## config.mk

```make
export PLATFORM = sky130hd
export DESIGN_NAME = stopwatch_timebase_flat
export DESIGN_NICKNAME = d
export VERILOG_FILES = /design/src/rtl/stopwatch_timebase_if.sv /design/src/rtl/stopwatch_timebase.sv /design/src/flat_wrapper.sv
export SDC_FILE = /design/constraint.sdc
export NUM_CORES = 1
export LEC_CHECK = 0
export CAP_MARGIN = 10
export CORE_MARGIN = 2
export CORE_UTILIZATION = 24
export CTS_BUF_LIST = sky130_fd_sc_hd__clkbuf_16
export DETAILED_ROUTE_END_ITERATION = 12
export GPL_TIMING_DRIVEN = 0
export PLACE_DENSITY_LB_ADDON = 0.2
export SLEW_MARGIN = 10
export SYNTH_ARGS = -nofsm -noshare
export SYNTH_HDL_FRONTEND = slang
export SYNTH_SLANG_ARGS = --single-unit
```

## constraint.sdc

```tcl
create_clock -name clk -period 2.1 [get_ports clk]
set_input_delay 0.42 -clock clk [delete_from_list [all_inputs] [get_ports clk]]
set_output_delay 0.42 -clock clk [all_outputs]
set_load 0.02 [all_outputs]
```

## src/rtl/stopwatch_timebase_if.sv

```systemverilog
`default_nettype none
// ============================================================================
// Module      : stopwatch_timebase_if
// Description : Button inputs and time/status outputs of the stopwatch timebase.
// Revision    : 1.0 - initial release
// ============================================================================
interface stopwatch_timebase_if;
  logic       btn_run;
  logic       btn_clear;
  logic [6:0] msec;
  logic [5:0] sec;
  logic [5:0] min;
  logic [4:0] hour;
  logic       running;
  logic       tick;

  modport master (
    output btn_run, btn_clear,
    input  msec, sec, min, hour, running, tick
  );

  modport slave (
    input  btn_run, btn_clear,
    output msec, sec, min, hour, running, tick
  );
endinterface
`default_nettype wire

```

## src/rtl/stopwatch_timebase.sv

```systemverilog
`default_nettype none
// ============================================================================
// Module      : stopwatch_timebase
// Description : 10 ms tick generator with msec/sec/min/hour cascade under a
//               run/stop/clear FSM, fed by synchronized, edge-detected buttons.
// Revision    : 1.0 - initial release
// ============================================================================
module stopwatch_timebase #(
  parameter int CLK_FREQ = 100_000_000,
  parameter int TICK_HZ  = 100
) (
  input  logic                  clk,
  input  logic                  rst,
  stopwatch_timebase_if.slave   bus
);

  localparam int                  c_div      = CLK_FREQ / TICK_HZ;
  localparam int                  c_cnt_w    = $clog2(c_div);
  localparam logic [c_cnt_w-1:0]  c_cnt_last = c_cnt_w'(c_div - 1);
  localparam logic [c_cnt_w-1:0]  c_cnt_one  = c_cnt_w'(1);

  typedef enum logic [1:0] {
    ST_STOP  = 2'd0,
    ST_RUN   = 2'd1,
    ST_CLEAR = 2'd2
  } state_t;

  state_t               r_state;
  state_t               w_state_next;
  logic                 r_running;
  logic                 r_run_meta, r_run_sync, r_run_prev;
  logic                 r_clr_meta, r_clr_sync, r_clr_prev;
  logic [2:0]           r_settle;
  logic                 w_run_edge, w_clr_edge;
  logic [c_cnt_w-1:0]   r_cnt;
  logic                 w_tick;
  logic [6:0]           r_msec;
  logic [5:0]           r_sec;
  logic [5:0]           r_min;
  logic [4:0]           r_hour;
  logic                 w_msec_wrap, w_sec_wrap, w_min_wrap;

  // Edges stay masked until prev holds a post-reset sample, so a button held
  // through reset is not mistaken for a fresh press.
  always_ff @(posedge clk or negedge rst) begin
    if (!rst) begin
      r_run_meta <= 1'b0;
      r_run_sync <= 1'b0;
      r_run_prev <= 1'b0;
      r_clr_meta <= 1'b0;
      r_clr_sync <= 1'b0;
      r_clr_prev <= 1'b0;
      r_settle   <= 3'b000;
    end else begin
      r_run_meta <= bus.btn_run;
      r_run_sync <= r_run_meta;
      r_run_prev <= r_run_sync;
      r_clr_meta <= bus.btn_clear;
      r_clr_sync <= r_clr_meta;
      r_clr_prev <= r_clr_sync;
      r_settle   <= {r_settle[1:0], 1'b1};
    end
  end

  assign w_run_edge = r_run_sync & ~r_run_prev & r_settle[2];
  assign w_clr_edge = r_clr_sync & ~r_clr_prev & r_settle[2];

  always_ff @(posedge clk or negedge rst) begin
    if (!rst) begin
      r_state   <= ST_STOP;
      r_running <= 1'b0;
    end else begin
      r_state   <= w_state_next;
      r_running <= (w_state_next == ST_RUN);
    end
  end

  always_comb begin
    w_state_next = r_state;
    case (r_state)
      ST_STOP: begin
        if (w_clr_edge)
          w_state_next = ST_CLEAR;
        else if (w_run_edge)
          w_state_next = ST_RUN;
      end
      ST_RUN: begin
        if (w_run_edge)
          w_state_next = ST_STOP;
      end
      ST_CLEAR: w_state_next = ST_STOP;
      default:  w_state_next = ST_STOP;
    endcase
  end

  assign w_tick = (r_state == ST_RUN) && (r_cnt == c_cnt_last);

  // Holding the count in STOP keeps the partial interval across pause/resume.
  always_ff @(posedge clk or negedge rst) begin
    if (!rst)
      r_cnt <= '0;
    else if (w_state_next == ST_CLEAR)
      r_cnt <= '0;
    else if (r_state == ST_RUN)
      r_cnt <= w_tick ? '0 : r_cnt + c_cnt_one;
  end

  assign w_msec_wrap = (r_msec == 7'd99);
  assign w_sec_wrap  = (r_sec  == 6'd59);
  assign w_min_wrap  = (r_min  == 6'd59);

  always_ff @(posedge clk or negedge rst) begin
    if (!rst) begin
      r_msec <= 7'd0;
      r_sec  <= 6'd0;
      r_min  <= 6'd0;
      r_hour <= 5'd0;
    end else if (w_state_next == ST_CLEAR) begin
      r_msec <= 7'd0;
      r_sec  <= 6'd0;
      r_min  <= 6'd0;
      r_hour <= 5'd0;
    end else if (w_tick) begin
      if (w_msec_wrap) begin
        r_msec <= 7'd0;
        if (w_sec_wrap) begin
          r_sec <= 6'd0;
          if (w_min_wrap) begin
            r_min  <= 6'd0;
            r_hour <= (r_hour == 5'd23) ? 5'd0 : r_hour + 5'd1;
          end else begin
            r_min <= r_min + 6'd1;
          end
        end else begin
          r_sec <= r_sec + 6'd1;
        end
      end else begin
        r_msec <= r_msec + 7'd1;
      end
    end
  end

  assign bus.msec    = r_msec;
  assign bus.sec     = r_sec;
  assign bus.min     = r_min;
  assign bus.hour    = r_hour;
  assign bus.running = r_running;
  assign bus.tick    = w_tick;

endmodule
`default_nettype wire
```

## src/flat_wrapper.sv

```systemverilog
// flat-port wrapper written by rule: the top's interface ports become plain ports
module stopwatch_timebase_flat 
#(
  parameter int CLK_FREQ = 100_000_000,
  parameter int TICK_HZ  = 100
)
  (clk, rst, bus_btn_run, bus_btn_clear, bus_msec, bus_sec, bus_min, bus_hour, bus_running, bus_tick);
  stopwatch_timebase_if bus_i ();
  input  logic clk;
  input  logic rst;
  input wire logic [$bits(bus_i.btn_run)-1:0] bus_btn_run;
  input wire logic [$bits(bus_i.btn_clear)-1:0] bus_btn_clear;
  output wire logic [$bits(bus_i.msec)-1:0] bus_msec;
  output wire logic [$bits(bus_i.sec)-1:0] bus_sec;
  output wire logic [$bits(bus_i.min)-1:0] bus_min;
  output wire logic [$bits(bus_i.hour)-1:0] bus_hour;
  output wire logic [$bits(bus_i.running)-1:0] bus_running;
  output wire logic [$bits(bus_i.tick)-1:0] bus_tick;
  assign bus_i.btn_run = bus_btn_run;
  assign bus_i.btn_clear = bus_btn_clear;
  assign bus_msec = bus_i.msec;
  assign bus_sec = bus_i.sec;
  assign bus_min = bus_i.min;
  assign bus_hour = bus_i.hour;
  assign bus_running = bus_i.running;
  assign bus_tick = bus_i.tick;
  stopwatch_timebase #(.CLK_FREQ(CLK_FREQ), .TICK_HZ(TICK_HZ)) u_core (.clk(clk), .rst(rst), .bus(bus_i));
endmodule
```

# == Yosys cells after proc, flatten, opt, wreduce, memory -nomap -nowiden ==
# Cells that the tools add are included.
# totals
regBits,56
output_inout_bits,26
inputBits,4
# op_classes
n_reduce_logical,10
n_addsub,5
n_eq_ne,8
bitwise,6
n_mux,25
# op_table
cell,count
two-way mux 20 bit,3
two-way mux 6 bit,9
two-way mux 5 bit,6
two-way mux 7 bit,3
"adder 20 x 1 -> 20 bit, second input constant",1
"== test 20 bit, second input constant",1
"adder 6 x 1 -> 6 bit, second input constant",2
"== test 6 bit, second input constant",2
nonzero test 2 bit,5
"adder 7 x 1 -> 7 bit, second input constant",1
"== test 7 bit, second input constant",1
two-way mux 2 bit,3
"adder 5 x 1 -> 5 bit, second input constant",1
"== test 5 bit, second input constant",1
bitwise AND 1 bit,4
"== test 2 x 1 -> 1 bit, second input constant",2
case mux 2 bit (2 select lines),1
AND reduction 4 bit,1
AND reduction 3 bit,1
"== test 2 bit, second input constant",1
logical NOT 2 bit,1
inverter 1 bit,2
AND reduction 2 bit,1
logical AND 1 bit,1

# == Longest topological paths before layout ==
# depth
word_depth,9
ltp_mapped,9
depth_no_buf,6

# == Least setup slack after synthesis ==
# Ideal clock, no wire load.
# synth_path
path_type,reg-to-reg
from,"register u_core.r_sec[0], in the netlist u_core.bus.sec[0]"
to,"register u_core.r_min[4], in the netlist u_core.bus.min[4]"
stages_incl_launch_ff,7
arrival_time_ns,2.166
synth_period_minus_slack_ns,2.261
n_path_buf,0
setup_slack_ns,-0.161
cell_sequence,dfrtp_1 > ha_1 > nand4b_1 > nor4_1 > nor2_1 > or4_4 > o31ai_1
# synth_between
elab_chain_len,3
# synth_rtl
element,line_no,text
start: declaration,stopwatch_timebase.sv:38,logic [5:0] r_sec;
start signal: assignment,stopwatch_timebase.sv:135,r_sec <= r_sec + 6'd1;
== test 6 bit,stopwatch_timebase.sv:109,assign w_sec_wrap = (r_sec == 6'd59);
nonzero test 2 bit (no source line),n/a,
AND reduction 3 bit (no source line),n/a,
end signal: assignment,stopwatch_timebase.sv:132,r_min <= r_min + 6'd1;
end: declaration,stopwatch_timebase.sv:39,logic [5:0] r_min;
# Every way passes these cells.
# A chain may end at the register's enable or synchronous reset.

# == Worst setup path in the final report ==
# layout_path
from,register u_core.r_cnt[12]
to,output bus_tick
# layout_between
elab_chain_len,2
# layout_rtl
element,line_no,text
start: declaration,stopwatch_timebase.sv:35,logic [c_cnt_w-1:0] r_cnt;
start signal: assignment,stopwatch_timebase.sv:105,r_cnt <= w_tick ? '0 : r_cnt + c_cnt_one;
== test 20 bit,stopwatch_timebase.sv:96,assign w_tick = (r_state == ST_RUN) && (r_cnt == c_cnt_last);
logical AND 1 bit,stopwatch_timebase.sv:96,
end: declaration,flat_wrapper.sv:18,output wire logic [$bits(bus_i.tick)-1:0] bus_tick;
# Every way passes these cells.

==> summary.txt <==
Clock network
  – CTS H-tree lvls: 2
  – Clk sink count: between 50 and 60
  – CTS Buf Count: 5
  – CTS tree: done
  – Clock Pin Slew Worst Setup and Hold Paths: 80 ps
  – Deepest clock path buffer count: 2
  – Worst skew pair latency: 300 ps
  – Clock root buffer: clkbuf_16

Timing
  – Fin Setup TNS: -665 ps
  – Setup Skew: 12.6 ps
  – RSZ-0062 raised after global routing: yes
  – Worst slew pin tran: 742 ps
  – Final Hold Vio Count: 0
  – Final worst path period need: ~2200 ps
  – Final setup vio count: 10
  – Tcrit/Tclk final: 107%
  – Worst Slack Setup Final: -139 ps
  – Slew Viols, Final: 0
  – Rel. slew slack: between 50 and 60%
  – Fmax: 447 MHz

Setup path
  – Worst Path Max Fanout: 5
  – CP startpoint kind: flop
  – CP max-delay cell: or4b_4
  – Worst R2R Start: u_core.r_cnt[12]
  – Worst-path cell chain: or4b_4 > nor3_4 > and2_1 > buf_4
  – Crit. End Element: output port
  – Top cell family by delay on the critical path: simple AND/OR/NAND/NOR gates
  – Number of stages on the worst setup path: 4
  – Max incr delay on CP: 560 ps
  – Critical Path RT: between 1500 and 2000 ps
  – Critical setup path kind: flop to output port
  – Critical Path AT: approximately 1800 ps
  – R2r endpoint: u_core.bus.sec[4]
  – Reg2Reg Setup Slack: -110 ps
  – Reg2Reg Depth: 6
  – Critical path buffer and inverter count: 1

Pwr
  – Power density cells: a little under 700 mW/mm2
  – Maximum vdd drop: around 0.40 mV
  – Static Leak: roughly 0.0016 uW

Run status
  – Violated checks: design-rule violations, negative setup slack
  – Status: finished with violations

Synth
  – Cell Area, Synth: between 0.002 and 0.003 mm2
  – Share of Yosys cell area claimed by the top area cell type: around half
  – Biggest area consumer among synthesized cells: dfrtp_1
  – Synth unique cells: 48
  – Sequential area share after synthesis: slightly below 50%
  – Warnings, synthesis: 0
  – Async SR Flop Fraction: 100%
  – Syn_area_per_cell: a little under 10 um2
  – Flops & latches, synth: 56
  – Syn nets: ~300
  – Post-synth EDFFs: 0
  – Largest cells by area after synthesis: dfrtp_1 (49%), nor2_1 (4.5%), xor2_1 (3.7%), nand3_1 (3.5%), nand2_1 (2.8%)
  – Dominant synthesized flop cell: dfrtp_1
  – Cell count after synthesis: roughly 290

Die
  – Die Wd: 113 um
  – I/O Pins: 30
  – Rows: 39
  – Core Area: 0.0115 mm2
  – Die Ht: between 100 and 150 um
  – Die area: about 0.013 mm2
  – Starting Density: between 20% and 30%

Flow run
  – Max-Cap Viols: 0

GRT
  – Initial antenna violation count: 0
  – Overflow after GRT: 0
  – GRT Overall Usage: a little under an eighth
  – First-pass GRT wire length: roughly 12 mm
  – Largest net degree at the start of global routing: 57
  – Vias in the first global route: around 2400

Placed design
  – Buffers on Ports: 29
  – DP Wirelength: 4.90 mm
  – RD Place Congestion: roughly 0.80
  – Placement Cell Area: between 0.003 and 0.004 mm2
  – Number of cells after detailed placement: 460
  – Setup WS pre-CTS: -548 ps

Routing
  – DRT antenna net count: 0
  – Drt wl/cell: 15.2 um
  – DR iter-0 viols: 80
  – Vias: 2372
  – Vias/cell: approximately 4.9
  – DRC: 2
  – Post-Route WL: roughly 7.4 mm
  – 1st-pass router iterations: 8

Cells and area
  – Layout cells sized above 1: ~23%
  – Nets: 350
  – Layout filler cell count: between 1000 and 1500
  – # diodes: 0
  – Final Cell Area: approximately 0.0038 mm2
  – Area grow syn2layout: 32.4%
  – Non-Filler Instances: just under 500
  – Most frequent cells in the layout: dfrtp_1 (47), nor2_1 (32), clkdlybuf4s50_1 (27), nand2_1 (21)
  – Core Util, Final: roughly a third
  – Most common cell after layout, fill and taps aside: dfrtp_1

Min path
  – Worst hold path class: input port to async pin
repair_timing:
item	4_1_cts	5_1_grt
endpoints found under the setup margin	43	37
hold buffers	0	0
resized for setup	29	22
pin swaps	10	2
buffers inserted	8	11
worst max-delay path by stage:
stage                       from           endpoint
5_1_grt         u_core.r_cnt[15]  u_core.bus.sec[5]
4_1_cts         u_core.r_cnt[15]           bus_tick
2_1_floorplan   u_core.r_cnt[11]  u_core.bus.sec[4]
3_3_place_gp                 rst  u_core.bus.sec[1]
3_5_place_dp   u_core.r_clr_prev  u_core.bus.min[3]
6_report        u_core.r_cnt[12]           bus_tick
sequential cells by signal (all words and copies together) (netlist names):
name,count
u_core.r_run_sync,1
u_core.r_state,2
u_core.r_clr_sync,1
u_core.r_cnt,20
u_core.bus.msec,7
u_core.r_run_meta,1
u_core.r_settle,3
u_core.r_clr_meta,1
u_core.bus.hour,5
u_core.bus.min,6
u_core.r_clr_prev,1
u_core.bus.running,1
u_core.r_run_prev,1
u_core.bus.sec,6
report_power, final:
part           total, uW  internal, uW  switching [uW]
Clock                843           442             401
Combinational        443           204             239
Sequential          1260          1170            94.0
final cells by class:
| type | instances | area [um2] | area share (%) |
|---|---|---|---|
| Multi-Input combinational cell | 216 | 1520 | 40.3 |
| Buffer | 6 | 47.5 | 1.26 |
| Sequential cell | 56 | 1410 | 37.4 |
| Tap cell | 143 | 179 | 4.74 |
| Inverter | 8 | 32.5 | 0.861 |
| Clock inverter | 3 | 17.5 | 0.464 |
| Timing Repair Buffer | 48 | 439 | 11.6 |
| Clock buffer | 5 | 125 | 3.31 |
layer usage:
layer / up-vias / part of all wire, % / GRT usage [%]
met5: - / 0 / 0
met1: 1175 / 49 / 17.0
met4: 0 / 1.4 / 3.25
met2: 38 / 47 / 18.3
li1: 1153 / - / -
met3: 6 / 2.7 / 2.25
Yosys cell counts (3+ instances only):
library cell	number
a21oi_1	7
and3_1	7
clkbuf_1	6
dfrtp_1	56
ha_1	5
inv_1	8
mux2_2	3
mux2i_1	5
nand2_1	21
nand2b_1	5
nand3_1	20
nand3b_1	3
nand4_1	11
nand4b_1	4
nor2_1	34
nor3_1	4
nor3b_1	6
nor4_1	3
o211ai_1	3
o21ai_0	15
o31ai_1	10
or3_1	3
xnor2_1	4
xor2_1	12
cell families after synthesis:
kind of cell | share of synthesized area (%)
AO/OA/AOI/OAI | 11.0
XOR/XNOR | 4.91
adder cells (fa/ha/maj) | 2.19
buffers and inverters | 2.19
flip-flops | 49.1
multiplexers | 2.94
other | 0.131
AND/OR/NAND/NOR | 27.6
stage by stage:
step | hold WS, ps | power [uW]
2_1_floorplan | 124 | 1520
3_3_place_gp | 335 | 1700
3_5_place_dp | 339 | 1710
4_1_cts | 216 | 2570
5_1_grt | 257 | 2680
6_report | 179 | 2550
Note: power is estimated with default switching activity, not from simulation.
